===== config.mk =====
export PLATFORM = sky130hd
export DESIGN_NAME = adder_seq_ctrl_flat
export DESIGN_NICKNAME = d
export VERILOG_FILES = /design/src/rtl/adder_seq_ctrl_if.sv /design/src/rtl/adder_seq_ctrl.sv /design/src/flat_wrapper.sv
export SDC_FILE = /design/constraint.sdc
export NUM_CORES = 1
export LEC_CHECK = 0
export ABC_CLOCK_PERIOD_IN_PS = 6100
export CORE_AREA = 3 3 82 84
export DETAILED_ROUTE_END_ITERATION = 7
export DIE_AREA = 0 0 85 87
export GPL_TIMING_DRIVEN = 0
export PLACE_DENSITY = 0.8
export SLEW_MARGIN = 20
export SYNTH_ARGS = -nofsm -noshare
export SYNTH_HDL_FRONTEND = slang
export SYNTH_SLANG_ARGS = --single-unit

===== constraint.sdc =====
create_clock -name clk -period 6.1 [get_ports clk]
set_input_delay 1.22 -clock clk [delete_from_list [all_inputs] [get_ports clk]]
set_output_delay 1.22 -clock clk [all_outputs]
set_load 0.01 [all_outputs]

===== src/rtl/adder_seq_ctrl_if.sv =====
`default_nettype none
// ----------------------------------------------------------------------------
// adder_seq_ctrl_if : requester handshake plus external 5-bit adder slice bus
// Revision 1.0
// ----------------------------------------------------------------------------
interface adder_seq_ctrl_if #(
  parameter int NCHUNK = 4
);
  localparam int W = 5 * NCHUNK;

  logic         start;
  logic         subMode;
  logic [W-1:0] opA;
  logic [W-1:0] opB;
  logic         busy;
  logic         done;
  logic [W-1:0] result;
  logic         carryOut;
  logic         overflow;
  logic [4:0]   addA;
  logic [4:0]   addB;
  logic         addCin;
  logic [4:0]   addSum;
  logic         addCout;

  modport master (
    output start, subMode, opA, opB, addSum, addCout,
    input  busy, done, result, carryOut, overflow, addA, addB, addCin
  );

  modport slave (
    input  start, subMode, opA, opB, addSum, addCout,
    output busy, done, result, carryOut, overflow, addA, addB, addCin
  );
endinterface
`default_nettype wire


===== src/rtl/adder_seq_ctrl.sv =====
`default_nettype none
// ----------------------------------------------------------------------------
// adder_seq_ctrl : multi-precision add/sub by time-sharing one 5-bit adder
// Revision 1.0
// ----------------------------------------------------------------------------
module adder_seq_ctrl #(
  parameter int NCHUNK = 4
) (
  input  logic              clk,
  input  logic              rst_n,
  adder_seq_ctrl_if.slave   ctrl_if
);

  localparam int W  = 5 * NCHUNK;
  localparam int IW = $clog2(NCHUNK) + 1;
  localparam logic [IW-1:0] LAST_IDX = IW'(NCHUNK - 1);

  typedef enum logic [1:0] {
    IDLE = 2'd0,
    RUN  = 2'd1,
    DONE = 2'd2
  } state_e;

  state_e        state_q, state_d;
  logic [IW-1:0] idx_q, idx_d;
  logic [W-1:0]  opa_q, opa_d;
  logic [W-1:0]  opb_q, opb_d;
  logic [W-1:0]  result_q, result_d;
  logic          carry_q, carry_d;
  logic          cout_q, cout_d;
  logic          ovf_q, ovf_d;
  logic [4:0]    slice_a, slice_b;

  always_comb begin
    slice_a = '0;
    slice_b = '0;
    for (int k = 0; k < NCHUNK; k++) begin
      if (idx_q == IW'(k)) begin
        slice_a = opa_q[5*k +: 5];
        slice_b = opb_q[5*k +: 5];
      end
    end
  end

  always_comb begin
    state_d  = state_q;
    idx_d    = idx_q;
    opa_d    = opa_q;
    opb_d    = opb_q;
    result_d = result_q;
    carry_d  = carry_q;
    cout_d   = cout_q;
    ovf_d    = ovf_q;
    case (state_q)
      IDLE: begin
        if (ctrl_if.start) begin
          // B is stored pre-inverted so RUN never needs to know the mode
          opa_d    = ctrl_if.opA;
          opb_d    = ctrl_if.opB ^ {W{ctrl_if.subMode}};
          carry_d  = ctrl_if.subMode;
          idx_d    = '0;
          result_d = '0;
          state_d  = RUN;
        end
      end
      RUN: begin
        for (int k = 0; k < NCHUNK; k++) begin
          if (idx_q == IW'(k)) begin
            result_d[5*k +: 5] = ctrl_if.addSum;
          end
        end
        carry_d = ctrl_if.addCout;
        if (idx_q == LAST_IDX) begin
          cout_d  = ctrl_if.addCout;
          ovf_d   = (opa_q[W-1] == opb_q[W-1]) & (ctrl_if.addSum[4] != opa_q[W-1]);
          state_d = DONE;
        end else begin
          idx_d = idx_q + 1'b1;
        end
      end
      DONE: begin
        state_d = IDLE;
      end
      default: begin
        state_d = IDLE;
      end
    endcase
  end

  always_ff @(posedge clk) begin
    if (!rst_n) begin
      state_q  <= IDLE;
      idx_q    <= '0;
      opa_q    <= '0;
      opb_q    <= '0;
      result_q <= '0;
      carry_q  <= 1'b0;
      cout_q   <= 1'b0;
      ovf_q    <= 1'b0;
    end else begin
      state_q  <= state_d;
      idx_q    <= idx_d;
      opa_q    <= opa_d;
      opb_q    <= opb_d;
      result_q <= result_d;
      carry_q  <= carry_d;
      cout_q   <= cout_d;
      ovf_q    <= ovf_d;
    end
  end

  assign ctrl_if.busy     = (state_q != IDLE);
  assign ctrl_if.done     = (state_q == DONE);
  assign ctrl_if.result   = result_q;
  assign ctrl_if.carryOut = cout_q;
  assign ctrl_if.overflow = ovf_q;
  assign ctrl_if.addA     = (state_q == RUN) ? slice_a : 5'd0;
  assign ctrl_if.addB     = (state_q == RUN) ? slice_b : 5'd0;
  assign ctrl_if.addCin   = (state_q == RUN) ? carry_q : 1'b0;

endmodule
`default_nettype wire

===== src/flat_wrapper.sv =====
// flat-port wrapper written by rule: the top's interface ports become plain ports
module adder_seq_ctrl_flat 
#(
  parameter int NCHUNK = 4
)
  (clk, rst_n, ctrl_if_start, ctrl_if_subMode, ctrl_if_opA, ctrl_if_opB, ctrl_if_addSum, ctrl_if_addCout, ctrl_if_busy, ctrl_if_done, ctrl_if_result, ctrl_if_carryOut, ctrl_if_overflow, ctrl_if_addA, ctrl_if_addB, ctrl_if_addCin);
  adder_seq_ctrl_if #(.NCHUNK(NCHUNK)) ctrl_if_i ();
  input  logic clk;
  input  logic rst_n;
  input wire logic [$bits(ctrl_if_i.start)-1:0] ctrl_if_start;
  input wire logic [$bits(ctrl_if_i.subMode)-1:0] ctrl_if_subMode;
  input wire logic [$bits(ctrl_if_i.opA)-1:0] ctrl_if_opA;
  input wire logic [$bits(ctrl_if_i.opB)-1:0] ctrl_if_opB;
  input wire logic [$bits(ctrl_if_i.addSum)-1:0] ctrl_if_addSum;
  input wire logic [$bits(ctrl_if_i.addCout)-1:0] ctrl_if_addCout;
  output wire logic [$bits(ctrl_if_i.busy)-1:0] ctrl_if_busy;
  output wire logic [$bits(ctrl_if_i.done)-1:0] ctrl_if_done;
  output wire logic [$bits(ctrl_if_i.result)-1:0] ctrl_if_result;
  output wire logic [$bits(ctrl_if_i.carryOut)-1:0] ctrl_if_carryOut;
  output wire logic [$bits(ctrl_if_i.overflow)-1:0] ctrl_if_overflow;
  output wire logic [$bits(ctrl_if_i.addA)-1:0] ctrl_if_addA;
  output wire logic [$bits(ctrl_if_i.addB)-1:0] ctrl_if_addB;
  output wire logic [$bits(ctrl_if_i.addCin)-1:0] ctrl_if_addCin;
  assign ctrl_if_i.start = ctrl_if_start;
  assign ctrl_if_i.subMode = ctrl_if_subMode;
  assign ctrl_if_i.opA = ctrl_if_opA;
  assign ctrl_if_i.opB = ctrl_if_opB;
  assign ctrl_if_i.addSum = ctrl_if_addSum;
  assign ctrl_if_i.addCout = ctrl_if_addCout;
  assign ctrl_if_busy = ctrl_if_i.busy;
  assign ctrl_if_done = ctrl_if_i.done;
  assign ctrl_if_result = ctrl_if_i.result;
  assign ctrl_if_carryOut = ctrl_if_i.carryOut;
  assign ctrl_if_overflow = ctrl_if_i.overflow;
  assign ctrl_if_addA = ctrl_if_i.addA;
  assign ctrl_if_addB = ctrl_if_i.addB;
  assign ctrl_if_addCin = ctrl_if_i.addCin;
  adder_seq_ctrl #(.NCHUNK(NCHUNK)) u_core (.clk(clk), .rst_n(rst_n), .ctrl_if(ctrl_if_i));
endmodule

=== Yosys cells after proc, flatten, opt, wreduce, memory -nomap -nowiden ===
Cells that the tools add are included.
W data, S select, Z words.

* Register bits after elaboration: 68
* Bits in latches: 0
* Bits in writable memories: 0
* Memory bits (read-only): 0
* Input port bits: 50
* Output and inout bits: 35
* Logic and storage cells: 65
* Memories: 0

* $add $sub $neg: 1
* Multiply operators: 0
* Div/mod/pow operators: 0
* Order comparisons: 0
* Equality and inequality tests: 13
* Shift-type cells: 0
* Mux-type cells: 25
* Bitwise logic cells: 2
* Reductions and logical operators: 13

{| class="wikitable"
|+ Operators with widths
! cell !! count
|-
| $mux W5 || 14
|-
| $pmux W20 S2 || 1
|-
| $mux W20 || 1
|-
| $xor A20 B20 Y20 || 1
|-
| $reduce_and A3 Y1 || 5
|-
| $ne A2 B1 Y1 const B || 4
|-
| $reduce_and A2 Y1 || 4
|-
| $eq A3 B2 Y1 const B || 2
|-
| $mux W3 || 2
|-
| $pmux W3 S2 || 1
|-
| $mux W2 || 2
|-
| $ne A2 B2 Y1 const B || 2
|-
| $pmux W2 S2 || 1
|-
| $reduce_bool A2 Y1 || 2
|-
| $add A3 B1 Y3 const B || 1
|-
| $eq A3 B1 Y1 const B || 1
|-
| $logic_not A3 Y1 || 1
|-
| $eq A2 B1 Y1 const B || 1
|-
| $eq A2 B2 Y1 const B || 1
|-
| $logic_not A2 Y1 || 1
|-
| $mux W1 || 2
|-
| $pmux W1 S2 || 1
|-
| $and A1 B1 Y1 || 1
|-
| $eq A1 B1 Y1 || 1
|-
| $ne A1 B1 Y1 || 1
|}

=== Depth between registers and ports, before layout ===
* Depth after elaboration: 6
* Gate-level depth with buffers: 7
* Mapped depth without buffers: 5

=== Worst setup path before layout ===
No wires, ideal clock.

* Kind: flip-flop to output port
* Start: reg u_core.idx_q[0]
* End: out ctrl_if_addA[0]
* Arrival time: 1619 ps
* Required time: 4880 ps
* Slack: 3261 ps
* Cell stages (with the launch flop): 8
* Path buffers: 3
* Cells stage by stage: dfxtp_1 -> ha_1 -> ha_1 -> clkbuf_1 -> and3b_1 -> clkbuf_2 -> buf_2 -> a32o_1

* Word-level cells in the longest chain between the ends: 6
* Elaborated cells between the ends (all ways): 9
* Classes of those cells: 3 x eq/ne; 5 x mux; 1 x reduce/logical

{| class="wikitable"
|+ RTL lines
! what !! line !! text
|-
| start: declaration || adder_seq_ctrl.sv:25 || <nowiki>logic [IW-1:0] idx_q, idx_d;</nowiki>
|-
| start signal: assignment || adder_seq_ctrl.sv:102 || <nowiki>idx_q <= idx_d;</nowiki>
|-
| $logic_not A3 Y1 || adder_seq_ctrl.sv:38 || <nowiki>if (idx_q == IW'(k)) begin</nowiki>
|-
| $mux W5 (3 in a row) || adder_seq_ctrl.sv:38 ||
|-
| $mux W5 (*) || adder_seq_ctrl.sv:38 ||
|-
| $mux W5 (*) || adder_seq_ctrl.sv:117 || <nowiki>assign ctrl_if.addA = (state_q == RUN) ? slice_a : 5'd0;</nowiki>
|-
| end: declaration || flat_wrapper.sv:21 || <nowiki>output wire logic [$bits(ctrl_if_i.addA)-1:0] ctrl_if_addA;</nowiki>
|}

Mark *: on every way between the ends. The rest lies on a longest branch, timed or not.

=== Worst setup path after layout ===
* Start: reg u_core.idx_q[0]
* End: out ctrl_if_addB[0]

* Word-level cells in the longest chain between the ends: 6
* Elaborated cells between the ends (all ways): 9
* Classes of those cells: 3 x eq/ne; 5 x mux; 1 x reduce/logical

{| class="wikitable"
|+ RTL lines
! what !! line !! text
|-
| $logic_not A3 Y1 || adder_seq_ctrl.sv:38 ||
|-
| $mux W5 (3 in a row) || adder_seq_ctrl.sv:38 ||
|-
| $mux W5 (*) || adder_seq_ctrl.sv:38 ||
|-
| $mux W5 (*) || adder_seq_ctrl.sv:118 || <nowiki>assign ctrl_if.addB = (state_q == RUN) ? slice_b : 5'd0;</nowiki>
|-
| end: declaration || flat_wrapper.sv:22 || <nowiki>output wire logic [$bits(ctrl_if_i.addB)-1:0] ctrl_if_addB;</nowiki>
|}

Marks and branches as above.

==> flow_summary.yaml <==
critical_path:
  path_class: "reg -> out"
  critPathMaxFanout: 10
  cp-start-kind: "flop"
  worstPathArrival_ps: 2800
  worst_ep_required_time_ps: 4880
  cp-end-kind: "output port"
timing:
  clock_skew_ps: 4.842
  tightestPinTransition_ps: 540.5
  grt_setup_unrepaired: "no"
  holdWs_ps: 451.0
  hold_viol: 0
  setup_ws_ps: 2077
  period_share: 0.6594
  fin_tns_setup_ps: 0
  setup_viol: 0
  max_slew_margin: 0.6393
  maxSlewViolCount: 0
  layout_min_cycle_time_ps: 4023
  fmax_mhz: 248.6
logic_synthesis:
  ys_seq_area_frac: 0.4468
  ys_seq_elements: 68
  yosysMostFrequentCell: "dfxtp_1"
  synth_edf_count: 0
  ys_top_cells_by_count: "68 x dfxtp_1, 56 x nand2_1, 38 x a21oi_1"
  synth_cells: 351
  ys_top_cells_by_area: "dfxtp_1 45%, nand2_1 6.9%, a21oi_1 6.2%, xnor2_1 5.7%, a211oi_1 4.9%"
  synth.top_cell.area_share: 0.4468
  ys.flop_type: "dfxtp_1"
  synth_top_cell_by_area: "dfxtp_1"
  synth.distinct_cells: 37
  yosysWarnings: 0
  synthesis.area_sq_um: 3047
  syn_nets: 406
  syn-mean-instance-area_sq_um: 8.680
  postSynth.asyncResetShare: 0
pwr:
  swShare: 0.2497
  p_int_w: 0.0007893
  pwr-share-seq: 0.457
  netSwitchingPower_w: 0.0002626
  combPwrFrac: 0.159
  p_leak_nw: 1.482
  cellPowerDensity_nw_per_um2: 251.2
  p_clk_frac: 0.383
  max-vdd-ir-drop_mv: 0.1492
global_route:
  grt_pass1_vias: 2786
  grt_max_degree: 12
  overflow: 0
  antenna_found_initial: 0
  grt_pass1_wl_um: 13010
  grt.total_usage: 0.2193
clocking:
  cts_setup_buffers: 0
  path_clk_slew_ps: 70
  tritoncts: "yes"
  htree_levels: 3
  clock-sinks: 68
  cts.repair.resized: 0
  clock_latency_ps: 340
  root_buffer: "clkbuf_8"
  cts-hold-fix-buffers: 0
  numCtsBuffers: 9
  clk_path_buf_depth: 2
worst_hold_path:
  hp-class: "reg -> reg"
layout:
  syn2layout_area_growth_pct: 37.45
  num_antenna_cells: 0
  fill_cells: 484
  final_util: 0.6990
  drive_gt1_frac: 0.09333
  nets: 500
floorplanning:
  initial_core_util: 0.5086
  die_y_um: 87
  fp-row-count: 28
  pin_count: 85
  coreArea_sq_um: 5991
  die_w_um: 85
  dieArea_sq_um: 7395
detailed_routing:
  firstDrtPassIters: 4
  drc: 0
  ant_nets: 0
  routed_via_density: 5.406
  routed_wl_um: 7883
  drtIter0Drc: 146
  wl_per_cell_um: 15.02
  vias: 2838
place:
  pre_cts_ws_ps: 2475
  hpwl_um: 6014
  portBuffers: 83
  gp_congestion: 0.8458
flow_run:
  max-cap-violations: 0
outcome:
  outcome: "completed"
cells by family after synthesis:
group           share of synthesized area
fa+ha+maj                         0.02053
compound gates                     0.2386
xor+xnor                          0.05750
mux                              0.006571
simple gates                       0.1786
flops                              0.4468
buf+inv                           0.05133
layout by cell type, fill, tap and decap left out, types with 4 or more instances in the layout:
master / count
a32o_1: 10
clkbuf_8: 10
clkdlybuf4s50_1: 83
a21oi_1: 38
dfxtp_1: 68
ha_1: 5
o21ai_0: 15
a211oi_1: 20
nand3_1: 5
nand2_1: 56
inv_1: 4
buf_2: 13
clkbuf_1: 12
nor2_1: 26
xnor2_1: 20
nand4_1: 4
o2bb2ai_1: 15
nand2b_1: 11
critical path, stage by stage (launching register included):
cell	delay, ps
dfxtp_1	420
ha_1	180
ha_1	130
clkbuf_1	340
and3b_1	220
clkbuf_2	180
buf_2	260
a32o_1	190
clkdlybuf4s50_1	540
flip-flops by register name (all words and copies together) (netlist names):
name and count:
u_core.ctrl_if.overflow 1, u_core.opb_q 20, u_core.ctrl_if.result 20, u_core.idx_q 3
u_core.state_q 2, u_core.carry_q 1, u_core.opa_q 20, u_core.ctrl_if.carryOut 1
area by class of cell:
cell class	instances	area [sq um]	share of cell area
Buffer	29	133.9	0.03197
Clock inverter	5	75.07	0.01793
Tap cell	75	93.84	0.02241
Sequential cell	68	1361	0.3251
Multi-Input combinational cell	248	1529	0.3651
Clock buffer	11	141.4	0.03376
Timing Repair Buffer	83	830.8	0.1984
Inverter	6	22.52	0.005378
through the flow:
step | total power [W] | cell area [sq um] | std cells
2_1_floorplan | 0.0005855 | 3047 | 351
3_3_place_gp | 0.0006534 | 3971 | 509
3_5_place_dp | 0.0006580 | 3971 | 509
4_1_cts | 0.001054 | 4188 | 525
5_1_grt | 0.001095 | 4188 | 525
6_report | 0.001052 | 4188 | 525
power groups by stage:
stage	Clock (W)	Combinational, W	Sequential (W)
floorplan	0	0.0000978	0.000488
global placement	0	0.000164	0.000490
detailed placement	0	0.000167	0.000491
CTS	0.000406	0.000168	0.000481
global route	0.000426	0.000185	0.000484
finish	0.000403	0.000168	0.000481
per-layer routing:
metal | track usage | vias to the layer above | wire length [um] | share of wire
met5 | 0 | - | 0 | 0
met4 | 0.06906 | 0 | 110 | 0.014
met3 | 0.05298 | 13 | 427 | 0.054
met2 | 0.3849 | 85 | 3966 | 0.50
met1 | 0.2647 | 1324 | 3379 | 0.43
li1 | - | 1416 | - | -
worst paths after layout:
check	from	to	slack, ps	cells after the start
worst max register to register	u_core.idx_q[0]	u_core.ctrl_if.overflow	4150	7
worst min register to register	u_core.opa_q[13]	u_core.opa_q[13]	450	2
worst max-delay path	u_core.idx_q[0]	ctrl_if_addB[0]	2080	8
worst min-delay path	u_core.opa_q[13]	u_core.opa_q[13]	450	2
Power figures use the tool's default switching activity.
